$ cat src/rtl/block_miner.sv
// block_miner: proof-of-work stage between the game controller and the blockchain RAM
//   clock           in   rising-edge system clock
//   resetn          in   asynchronous active-low reset
//   start           in   request a mining run, honoured only while idle
//   ram_result      in   RAM read data for the slot chosen by ram_access_type
//   ram_access_type out  0 selects the transaction word, 1 the previous-hash slot
//   ram_wren        out  RAM write strobe, only while storing the winning hash
//   ram_data_out    out  RAM write data, {40'b0, hash_out}
//   busy            out  high whenever the miner is not idle
//   done            out  one-cycle end-of-run pulse
//   fail            out  valid with done, 1 when every nonce failed
//   hash_out        out  hash of the last attempt
//   nonce_out       out  nonce of the last attempt, zero-extended
module block_miner #(
  parameter int DIFFICULTY = 2,
  parameter int NONCE_W    = 8
) (
  input  logic        clock,
  input  logic        resetn,
  input  logic        start,
  input  logic [47:0] ram_result,
  output logic        ram_access_type,
  output logic        ram_wren,
  output logic [47:0] ram_data_out,
  output logic        busy,
  output logic        done,
  output logic        fail,
  output logic [7:0]  hash_out,
  output logic [7:0]  nonce_out
);
  localparam logic [2:0] IDLE    = 3'd0;
  localparam logic [2:0] RD_PREV = 3'd1;
  localparam logic [2:0] RD_TX   = 3'd2;
  localparam logic [2:0] HASH    = 3'd3;
  localparam logic [2:0] CHECK   = 3'd4;
  localparam logic [2:0] WRITE   = 3'd5;
  localparam logic [2:0] DONE    = 3'd6;
  localparam logic [7:0] NONCE_MAX = 8'((1 << NONCE_W) - 1);
  localparam int         SHIFT     = 8 - DIFFICULTY;
  logic [2:0]  state_q, state_d;
  logic [7:0]  prev_q, prev_d;
  logic [47:0] tx_q, tx_d;
  logic [7:0]  h_q, h_d;
  logic [7:0]  nonce_q, nonce_d;
  logic [2:0]  cnt_q, cnt_d;
  logic [7:0]  hash_q, hash_d;
  logic [7:0]  nonce_out_q, nonce_out_d;
  logic        fail_q, fail_d;
  logic        pass;
  logic [7:0]  nonce_inc;
  // only the top DIFFICULTY bits survive the shift
  assign pass      = (h_q >> SHIFT) == 8'd0;
  assign nonce_inc = nonce_q + 8'd1;
  always_comb begin
    state_d     = state_q;
    prev_d      = prev_q;
    tx_d        = tx_q;
    h_d         = h_q;
    nonce_d     = nonce_q;
    cnt_d       = cnt_q;
    hash_d      = hash_q;
    nonce_out_d = nonce_out_q;
    fail_d      = fail_q;
    case (state_q)
      IDLE: begin
        nonce_d = start ? 8'd0 : nonce_q;
        state_d = start ? RD_PREV : IDLE;
      end
      RD_PREV: begin
        prev_d  = ram_result[7:0];
        state_d = RD_TX;
      end
      RD_TX: begin
        tx_d    = ram_result;
        h_d     = prev_q ^ nonce_q;
        cnt_d   = 3'd0;
        state_d = HASH;
      end
      HASH: begin
        h_d     = {h_q[6:0], h_q[7]} + tx_q[8*cnt_q +: 8];
        cnt_d   = cnt_q + 3'd1;
        state_d = (cnt_q == 3'd5) ? CHECK : HASH;
      end
      CHECK: begin
        hash_d      = h_q;
        nonce_out_d = nonce_q;
        if (pass) begin
          state_d = WRITE;
        end else if (nonce_q != NONCE_MAX) begin
          // next attempt restarts from the latched prev; RAM is not re-read
          nonce_d = nonce_inc;
          h_d     = prev_q ^ nonce_inc;
          cnt_d   = 3'd0;
          state_d = HASH;
        end else begin
          fail_d  = 1'b1;
          state_d = DONE;
        end
      end
      WRITE: begin
        fail_d  = 1'b0;
        state_d = DONE;
      end
      DONE:    state_d = IDLE;
      default: state_d = IDLE;
    endcase
  end
  always_ff @(posedge clock or negedge resetn) begin
    if (!resetn) begin
      state_q     <= IDLE;
      prev_q      <= '0;
      tx_q        <= '0;
      h_q         <= '0;
      nonce_q     <= '0;
      cnt_q       <= '0;
      hash_q      <= '0;
      nonce_out_q <= '0;
      fail_q      <= 1'b0;
    end else begin
      state_q     <= state_d;
      prev_q      <= prev_d;
      tx_q        <= tx_d;
      h_q         <= h_d;
      nonce_q     <= nonce_d;
      cnt_q       <= cnt_d;
      hash_q      <= hash_d;
      nonce_out_q <= nonce_out_d;
      fail_q      <= fail_d;
    end
  end
  // hash_q equals h during WRITE, so the write data can come straight from it
  assign ram_access_type = (state_q == RD_PREV) || (state_q == WRITE);
  assign ram_wren        = state_q == WRITE;
  assign ram_data_out    = {40'b0, hash_q};
  assign busy            = state_q != IDLE;
  assign done            = state_q == DONE;
  assign fail            = fail_q;
  assign hash_out        = hash_q;
  assign nonce_out       = nonce_out_q;
endmodule

$ cat config.mk
export PLATFORM = sky130hd
export DESIGN_NAME = block_miner
export DESIGN_NICKNAME = d
export VERILOG_FILES = /design/src/rtl/block_miner.sv
export SDC_FILE = /design/constraint.sdc
export NUM_CORES = 1
export LEC_CHECK = 0
export ABC_CLOCK_PERIOD_IN_PS = 3350
export CAP_MARGIN = 20
export CORE_MARGIN = 3
export CORE_UTILIZATION = 45
export DETAILED_ROUTE_END_ITERATION = 16
export PLACE_DENSITY = 0.82
export SYNTH_ARGS = -nofsm -noshare
export SYNTH_HDL_FRONTEND = slang
export SYNTH_SLANG_ARGS = --single-unit
$ cat constraint.sdc
create_clock -name clock -period 3.35 [get_ports clock]
set_input_delay 0.5025 -clock clock [delete_from_list [all_inputs] [get_ports clock]]
set_output_delay 0.5025 -clock clock [all_outputs]
set_load 0.02 [all_outputs]
==> Word level (Yosys, flattened, before mapping) <==
Cells that the tools add are included.
{ "word_totals": {"latchBits": 0, "rom_bits": 0, "memories": 0, "wordCells": 55, "output_inout_bits": 69, "input_bits": 51, "regBits": 95, "ram_bits": 0} }
{ "op_classes": {"shift": 1, "mul": 0, "order_cmp": 0, "reduce_logical": 10, "n_bitwise": 2, "n_eq_ne": 12, "mux": 18, "n_addsub": 3, "n_div": 0} }
{ "ops": {"columns": ["operator", "n"], "rows": [
  ["$shiftx 48x7->8", 1],
  ["$mux 8", 5],
  ["$pmux 8 s3", 1],
  ["$pmux 3 s6", 1],
  ["$pmux 8 s2", 1],
  ["$xor 8x8->8", 2],
  ["$mux 3", 5],
  ["$eq 3x3->1 const B", 4],
  ["$pmux 3 s3", 1],
  ["$add 8x1->8 const B", 1],
  ["$add 8x8->8", 1],
  ["$logic_not 8->1", 1],
  ["$ne 2x2->1 const B", 4],
  ["$ne 8x8->1 const B", 1],
  ["$eq 3x2->1 const B", 2],
  ["$reduce_and 3->1", 2],
  ["$reduce_bool 3->1", 2],
  ["$reduce_and 4->1", 1],
  ["$reduce_bool 2->1", 2],
  ["$add 3x1->3 const B", 1],
  ["$eq 3x1->1 const B", 1],
  ["$logic_not 3->1", 1],
  ["$mux 1", 3],
  ["$pmux 1 s2", 1],
  ["$logic_or 1x1->1", 1]
]} }

==> Longest topological paths before layout <==
{ "depth": {"depth_word": 5, "mapped_depth": 13, "mapped_depth_nobuf": 12} }

==> Least setup slack after synthesis <==
No wires, ideal clock.
{ "synth_timing": {"path_kind": "register -> register", "from": "reg cnt_q[0]", "to": "reg h_q[5]", "path_stages_with_launch": 12, "arrival_time_ps": 2594, "slack_ps": 635, "synth_period_minus_slack_ps": 2715, "t_required_ps": 3229, "n_path_buf": 1, "setup_time_ps": 121, "path_cell_list": "dfrtp_1 -> buf_4 -> mux4_2 -> a21oi_1 -> inv_1 -> ha_1 -> a211oi_1 -> o21bai_1 -> a21oi_1 -> xor2_1 -> nor2_1 -> o22a_1"} }
{ "synth_between": {"elab_chain_len": 3} }
{ "synth_lines": {"columns": ["item", "line_no", "text"], "rows": [
  ["from (decl)", "45", "logic [2:0] cnt_q, cnt_d;"],
  ["from (signal assigned)", "125", "cnt_q <= cnt_d;"],
  ["$shiftx 48x7->8", "80", "h_d = {h_q[6:0], h_q[7]} + tx_q[8*cnt_q +: 8];"],
  ["$add 8x8->8", "80", null],
  ["$pmux 8 s3", "64", "case (state_q)"],
  ["to (signal assigned)", "113", "h_q <= '0;"],
  ["to (signal assigned)", "123", "h_q <= h_d;"],
  ["to (decl)", "43", "logic [7:0] h_q, h_d;"]
]} }
Every way passes these cells.
A chain may end at the register's enable or synchronous reset.

==> Worst setup path after layout <==
Ends and elaborated chain as after synthesis.

==> reports/results.txt <==
Clock tree from TritonCTS = built
CTS resizes = 0
Largest net degree at the start of global routing = 51
Port Buffers = 79
First-pass GRT wire length = 17870 um
H-tree depth = 3
Initial drt markers = 189
Critical Path Start Type = flop
Layout net count = 603
Max Cap Violations = 0
Worst-path clk slew = 0.07 ns
Initial Utilization = 47.03%
Diodes inserted = 0
Crit path DAT = 3.30 ns
Initial antenna violation count = 0
Top Ports = 120
Post-route ant nets = 0
Post-route insts no fill = 685
Crit-path cells = buf_4, mux2i_1, nor2_1, a21oi_1, inv_1, ha_1, a211oi_1, o21bai_1, a21oi_1, xor2_1, nor2_1, o22a_1
DIE HEIGHT = 113.6 um
Clock Sinks = 95
Worst-skew pair later-pin latency = 0.34 ns
Post-CTS setup buffers = 0
Placer's final routability congestion estimate = 0.8904
Syn_area_per_cell = 10.88 um2
Std-Cell Rows = 38
Static Leak = 2.663 nW
Peak VDD IR = 0.6518 mV
Slowest Stage Delay on Critical Path = 0.52 ns
Post-synthesis sequential area ratio = 45.63%
Dpl hpwl = 8087 um
Final worst path period need = 3.069 ns
Area growth from synthesis to layout = 17.34%
Share of layout cells above drive strength 1 = 17.98%
DRC errors left = 0
Hold Crit Class = in2async
Die area = 12910 um2
Final period utilization = 91.62%
Critical path class = reg2reg
Slowest cell on the critical path = dfrtp_1
Setup tns final = 0 ns
Post-Synthesis Cells = 479
Outcome = finished, final reports clean
Crit end category = flop
Worst slew pin tran = 0.6827 ns
Layout Skew = 0.006609 ns
Critical Path RT = 3.58 ns
Hold_buf cts = 0
Mapped cell area = 5210 um2
Clk buf depth = 2
Post-synthesis cell type count = 51
FMAX = 325.8 MHz
Total Wirelength = 10800 um
TritonCTS Buffers = 9
Total track usage = 17.33%
CTS Root Cell = clkbuf_16
RSZ-0062 raised after global routing = false
Final setup vio count = 0
WL/cell = 15.77 um
Via Count = 3605
Chip width = 113.6 um
PwrDens = 1032 nW/um2
Vias/cell = 5.263
Final hold vios = 0
Dpl cells = 669
Total core area = 11080 um2
Yosys reg bits = 95
First-pass DRT Iterations = 5
Gr ovfl total = 0
Worst slew margin = 54.39%
Vias in the first global route = 3564
CP max FO = 17
Synthesis warning total = 0
Fin. max-slew vios = 0
==> per-stage QoR <==
step           total power [mW]  worst slack (ns)  hold slack (ns)  util [%]  instance area, um2
2_1_floorplan             4.547            0.6346           0.2069         -                5356
3_3_place_gp              5.111            0.4778           0.4596     52.56                5823
3_5_place_dp              5.300            0.2971           0.4634     52.56                5823
4_1_cts                   6.331            0.2458           0.2028     55.18                6113
5_1_grt                   6.744           0.01694           0.2366     55.18                6113
6_report                  6.311            0.2808           0.1816     55.18                6113
==> layout make-up <==
class                      count  area [um2]
tap                          140       175.2
inverter                      11       46.29
multi-input combinational    340        2406
sequential                    95        2377
clock inverter                 6       51.30
timing repair buffer          83       818.3
clock buffer                  10       239.0
fill                         914        4965
==> flip-flops by register name, indices dropped and copies added (netlist names) <==
register	cells
h_q	8
nonce_out	8
tx_q	48
prev_q	8
fail	1
nonce_q	8
state_q	3
hash_out	8
cnt_q	3
==> cells in the final DEF (no fill, tap or decap), types with 3 or more instances in the layout <==
cell type / instances
mux4_2: 7
a21oi_1: 13
a31oi_1: 5
inv_6: 3
nor2b_1: 6
conb_1: 40
nor3_1: 5
ha_1: 11
mux2_2: 56
xnor2_1: 9
o31ai_1: 4
a21o_1: 4
nor2_1: 21
o21ai_0: 28
and3_1: 4
mux2i_1: 14
nand4_1: 3
nor3b_1: 3
nand3_1: 5
clkinv_4: 3
inv_1: 10
nand2_1: 66
xor2_1: 7
dfrtp_1: 95
clkdlybuf4s50_1: 78
and2_1: 3
clkbuf_16: 9
buf_4: 5
==> final timing paths <==
kind	startpoint	end	slack, ns	depth (start not counted)
max	cnt_q[0]	h_q[5]	0.28	12
min in group clock	nonce_out[6]	nonce_out[6]	0.47	2
min	resetn	tx_q[29]	0.18	1
min reg2reg	nonce_out[6]	nonce_out[6]	0.47	2
max reg2reg	cnt_q[0]	h_q[5]	0.28	12
max in group asynchronous	resetn	nonce_q[6]	2.41	2
==> metal layers <==
layer	share of wire, %	vias to the layer above	global-route usage [%]
met4	2.0	0	5.208
met3	6.0	18	3.183
met5	0	-	0
met1	44	1747	23.42
met2	48	156	28.62
li1	-	1684	-
==> worst max-delay path: cells and delay by family, from the launching register on <==
| family | cells | cell delay (ns) |
|---|---|---|
| multiplexers | 1 | 0.23 |
| flip-flops | 1 | 0.52 |
| adder cells (fa/ha/maj) | 1 | 0.30 |
| AND/OR/NAND/NOR | 2 | 0.12 |
| XOR/XNOR | 1 | 0.18 |
| buffers and inverters | 2 | 0.41 |
| AO/OA/AOI/OAI | 5 | 1.18 |
==> kinds of logic (layout without fill, tap and decap cells) <==
kind of cell / count (synthesis) / in the layout / share of synthesized area, %
other cells: 1 / 40 / 0.07198
flops: 95 / 95 / 45.63
simple gates: 128 / 128 / 11.58
xor+xnor: 16 / 16 / 2.690
fa+ha+maj: 12 / 12 / 3.026
mux: 78 / 78 / 18.11
compound gates: 66 / 66 / 7.757
buf+inv: 83 / 110 / 11.14
==> power by group <==
group | internal (mW) | switching, mW
combinational | 1.58 | 1.55
sequential | 1.69 | 0.501
clock | 0.534 | 0.454
total | 3.81 | 2.50
==> Yosys cell counts, drive strengths merged <==
master / number / share of area (%)
a21o: 4 / 0.58
o21ai: 29 / 2.9
ha: 11 / 2.6
xnor2: 9 / 1.5
nand2: 68 / 5.0
mux2i: 14 / 2.7
o21bai: 1 / 0.14
conb: 1 / 0.072
and2: 3 / 0.36
nand3: 7 / 1.0
inv: 10 / 0.72
nand4: 3 / 0.36
buf: 64 / 9.1
nand3b: 1 / 0.14
o22a: 1 / 0.17
clkinv: 1 / 0.17
mux4: 7 / 3.0
a21oi: 14 / 1.6
o21a: 1 / 0.14
xor2: 7 / 1.2
nand4b: 1 / 0.17
nor2b: 7 / 0.98
nand2b: 1 / 0.12
o211ai: 1 / 0.14
and3: 6 / 0.77
nor2: 22 / 1.6
clkbuf: 8 / 1.2
and3b: 1 / 0.17
a31oi: 5 / 0.60
dfrtp: 95 / 46
o22ai: 2 / 0.24
mux2: 57 / 12
a211oi: 2 / 0.38
a211o: 1 / 0.17
nor3: 5 / 0.48
o31ai: 4 / 0.58
fa: 1 / 0.38
a22o: 1 / 0.19
nor3b: 3 / 0.43
Power figures use the tool's default switching activity.
==> edit: new RTL, config.mk and constraints unchanged <==
Register the inputs `start` and `ram_result` before use, cleared by the reset. The logic sees them one clock later.
--- a/src/rtl/block_miner.sv
+++ b/src/rtl/block_miner.sv
@@ -37,6 +37,20 @@
   localparam logic [2:0] DONE    = 3'd6;
   localparam logic [7:0] NONCE_MAX = 8'((1 << NONCE_W) - 1);
   localparam int         SHIFT     = 8 - DIFFICULTY;
+
+  logic start_q;
+  logic [47:0] ram_result_q;
+
+  always_ff @(posedge clock or negedge resetn) begin
+    if (!resetn) begin
+      start_q      <= '0;
+      ram_result_q <= '0;
+    end else begin
+      start_q      <= start;
+      ram_result_q <= ram_result;
+    end
+  end
+
   logic [2:0]  state_q, state_d;
   logic [7:0]  prev_q, prev_d;
   logic [47:0] tx_q, tx_d;
@@ -63,15 +77,15 @@
     fail_d      = fail_q;
     case (state_q)
       IDLE: begin
-        nonce_d = start ? 8'd0 : nonce_q;
-        state_d = start ? RD_PREV : IDLE;
+        nonce_d = start_q ? 8'd0 : nonce_q;
+        state_d = start_q ? RD_PREV : IDLE;
       end
       RD_PREV: begin
-        prev_d  = ram_result[7:0];
+        prev_d  = ram_result_q[7:0];
         state_d = RD_TX;
       end
       RD_TX: begin
-        tx_d    = ram_result;
+        tx_d    = ram_result_q;
         h_d     = prev_q ^ nonce_q;
         cnt_d   = 3'd0;
         state_d = HASH;
Formal check against the unedited RTL: not equivalent (a bounded check fails within 4 cycles, from zero or initial values and one cycle with resetn low).
==> edit against the unedited design <==
Sequential cell count increased by 49; setup slack better by 0.16 ns; highest routed layer unchanged; synthesized area rose by 23%; sequential share of layout area is 7.7 points higher; final area increased by 27%; routed wire length is 14% higher; cell count grew 15%; critical path type unchanged; total power rose by 17%.
==> edit: results (changes against the unedited design) <==
| Metric | Value |
|---|---|
| First-pass GRT wire length | `20.55 mm (was 17.87 mm)` |
| Starting DRT DRC Count | `289 (was 189)` |
| GPL Wtd Cong | `0.8673 (was 0.8904)` |
| FF-to-FF setup slack | `0.44 ns (was 0.28 ns)` |
| Number of distinct library cells after synthesis | `50 (was 51)` |
| Clock skew | `0.02150 ns (was 0.006609 ns)` |
| Total CTS buffers | `17 (was 9)` |
| Largest net degree at the start of global routing | `74 (was 51)` |
| Vias/cell | `5.081 (was 5.263)` |
| Filler Cell Count | `1073 (was 914)` |
| Synth cell count leaders | `dfrtp_1 (144), nand2_1 (67), mux2_2 (57) (was dfrtp_1 (95), nand2_1 (66), mux2_2 (56))` |
| Post-detail-place hpwl | `8.838 mm (was 8.087 mm)` |
| Clk_lat worst skew | `0.43 ns (was 0.34 ns)` |
| GRT Util Overall | `16.45% (was 17.33%)` |
| Largest stage delay, worst path | `0.63 ns (was 0.52 ns)` |
| Place WS | `0.4519 ns (was 0.2971 ns)` |
| Status | `finished clean (unchanged)` |
| Inst Count DP | `756 (was 669)` |
| Min Hold Slack | `0.07374 ns (was 0.1816 ns)` |
| DRT Wirelength | `12.37 mm (was 10.80 mm)` |
| Net Switching | `2472 uW (was 2502 uW)` |
| Cell family with most CP delay | `multiplexers (was compound AO/OA/AOI/OAI gates)` |
| Relative slew slack | `55.27% (was 54.39%)` |
| WP data arrival | `3.16 ns (was 3.30 ns)` |
| Static leakage | `0.003462 uW (was 0.002663 uW)` |
| Final Critical Period | `2.907 ns (was 3.069 ns)` |
| Worst vdd ir | `479.4 uV (was 651.8 uV)` |
[edit: changes by cell type in the layout (fill, tap and decap cells not counted), sizes merged, moves of 4 or more]
cell    delta
inv        -4
clkbuf     +9
dfrtp     +49
bufinv     +4
clkinv     +4
[edit: metal layers]
metal | global-route usage [%] | vias to the layer above | share of wire (%)
met2 | 26.76 | 169 | 49
li1 | - | 1873 | -
met4 | 8.163 | 0 | 3.2
met5 | 0 | - | 0
met1 | 20.02 | 1929 | 42
met3 | 4.947 | 33 | 6.2
[edit: power by group through the flow]
stage / logic [uW] / clock network [uW] / registers [uW]
after floorplan: 2190 / 0 / 2510
after global placement: 2540 / 0 / 2690
after detailed placement: 2660 / 0 / 2710
after CTS: 2690 / 2010 / 2690
after global routing: 2960 / 2090 / 2750
final: 2690 / 1970 / 2690
[edit: cell type report]
| class | count | area, sq um | area share, % |
|---|---|---|---|
| Clock buffer | 19 | 442.9 | 5.726 |
| Clock inverter | 13 | 185.2 | 2.394 |
| Inverter | 9 | 46.29 | 0.5985 |
| Multi-Input combinational cell | 343 | 2395 | 30.96 |
| Sequential cell | 144 | 3603 | 46.59 |
| Tap cell | 176 | 220.2 | 2.847 |
| Timing Repair Buffer | 84 | 842.1 | 10.89 |
[edit: logic make-up (layout without fill, tap and decap cells)]
family	after synthesis	count (layout)	synth area share (%)
AOI/OAI and AO/OA	68	68	6.286
adders and majority gates	12	12	2.467
xor gates and xnor gates	12	12	1.645
muxes	80	80	15.02
DFF	144	144	56.39
buffers and inverters	85	125	8.537
other	1	40	0.05869
and+or+nand+nor	131	131	9.595
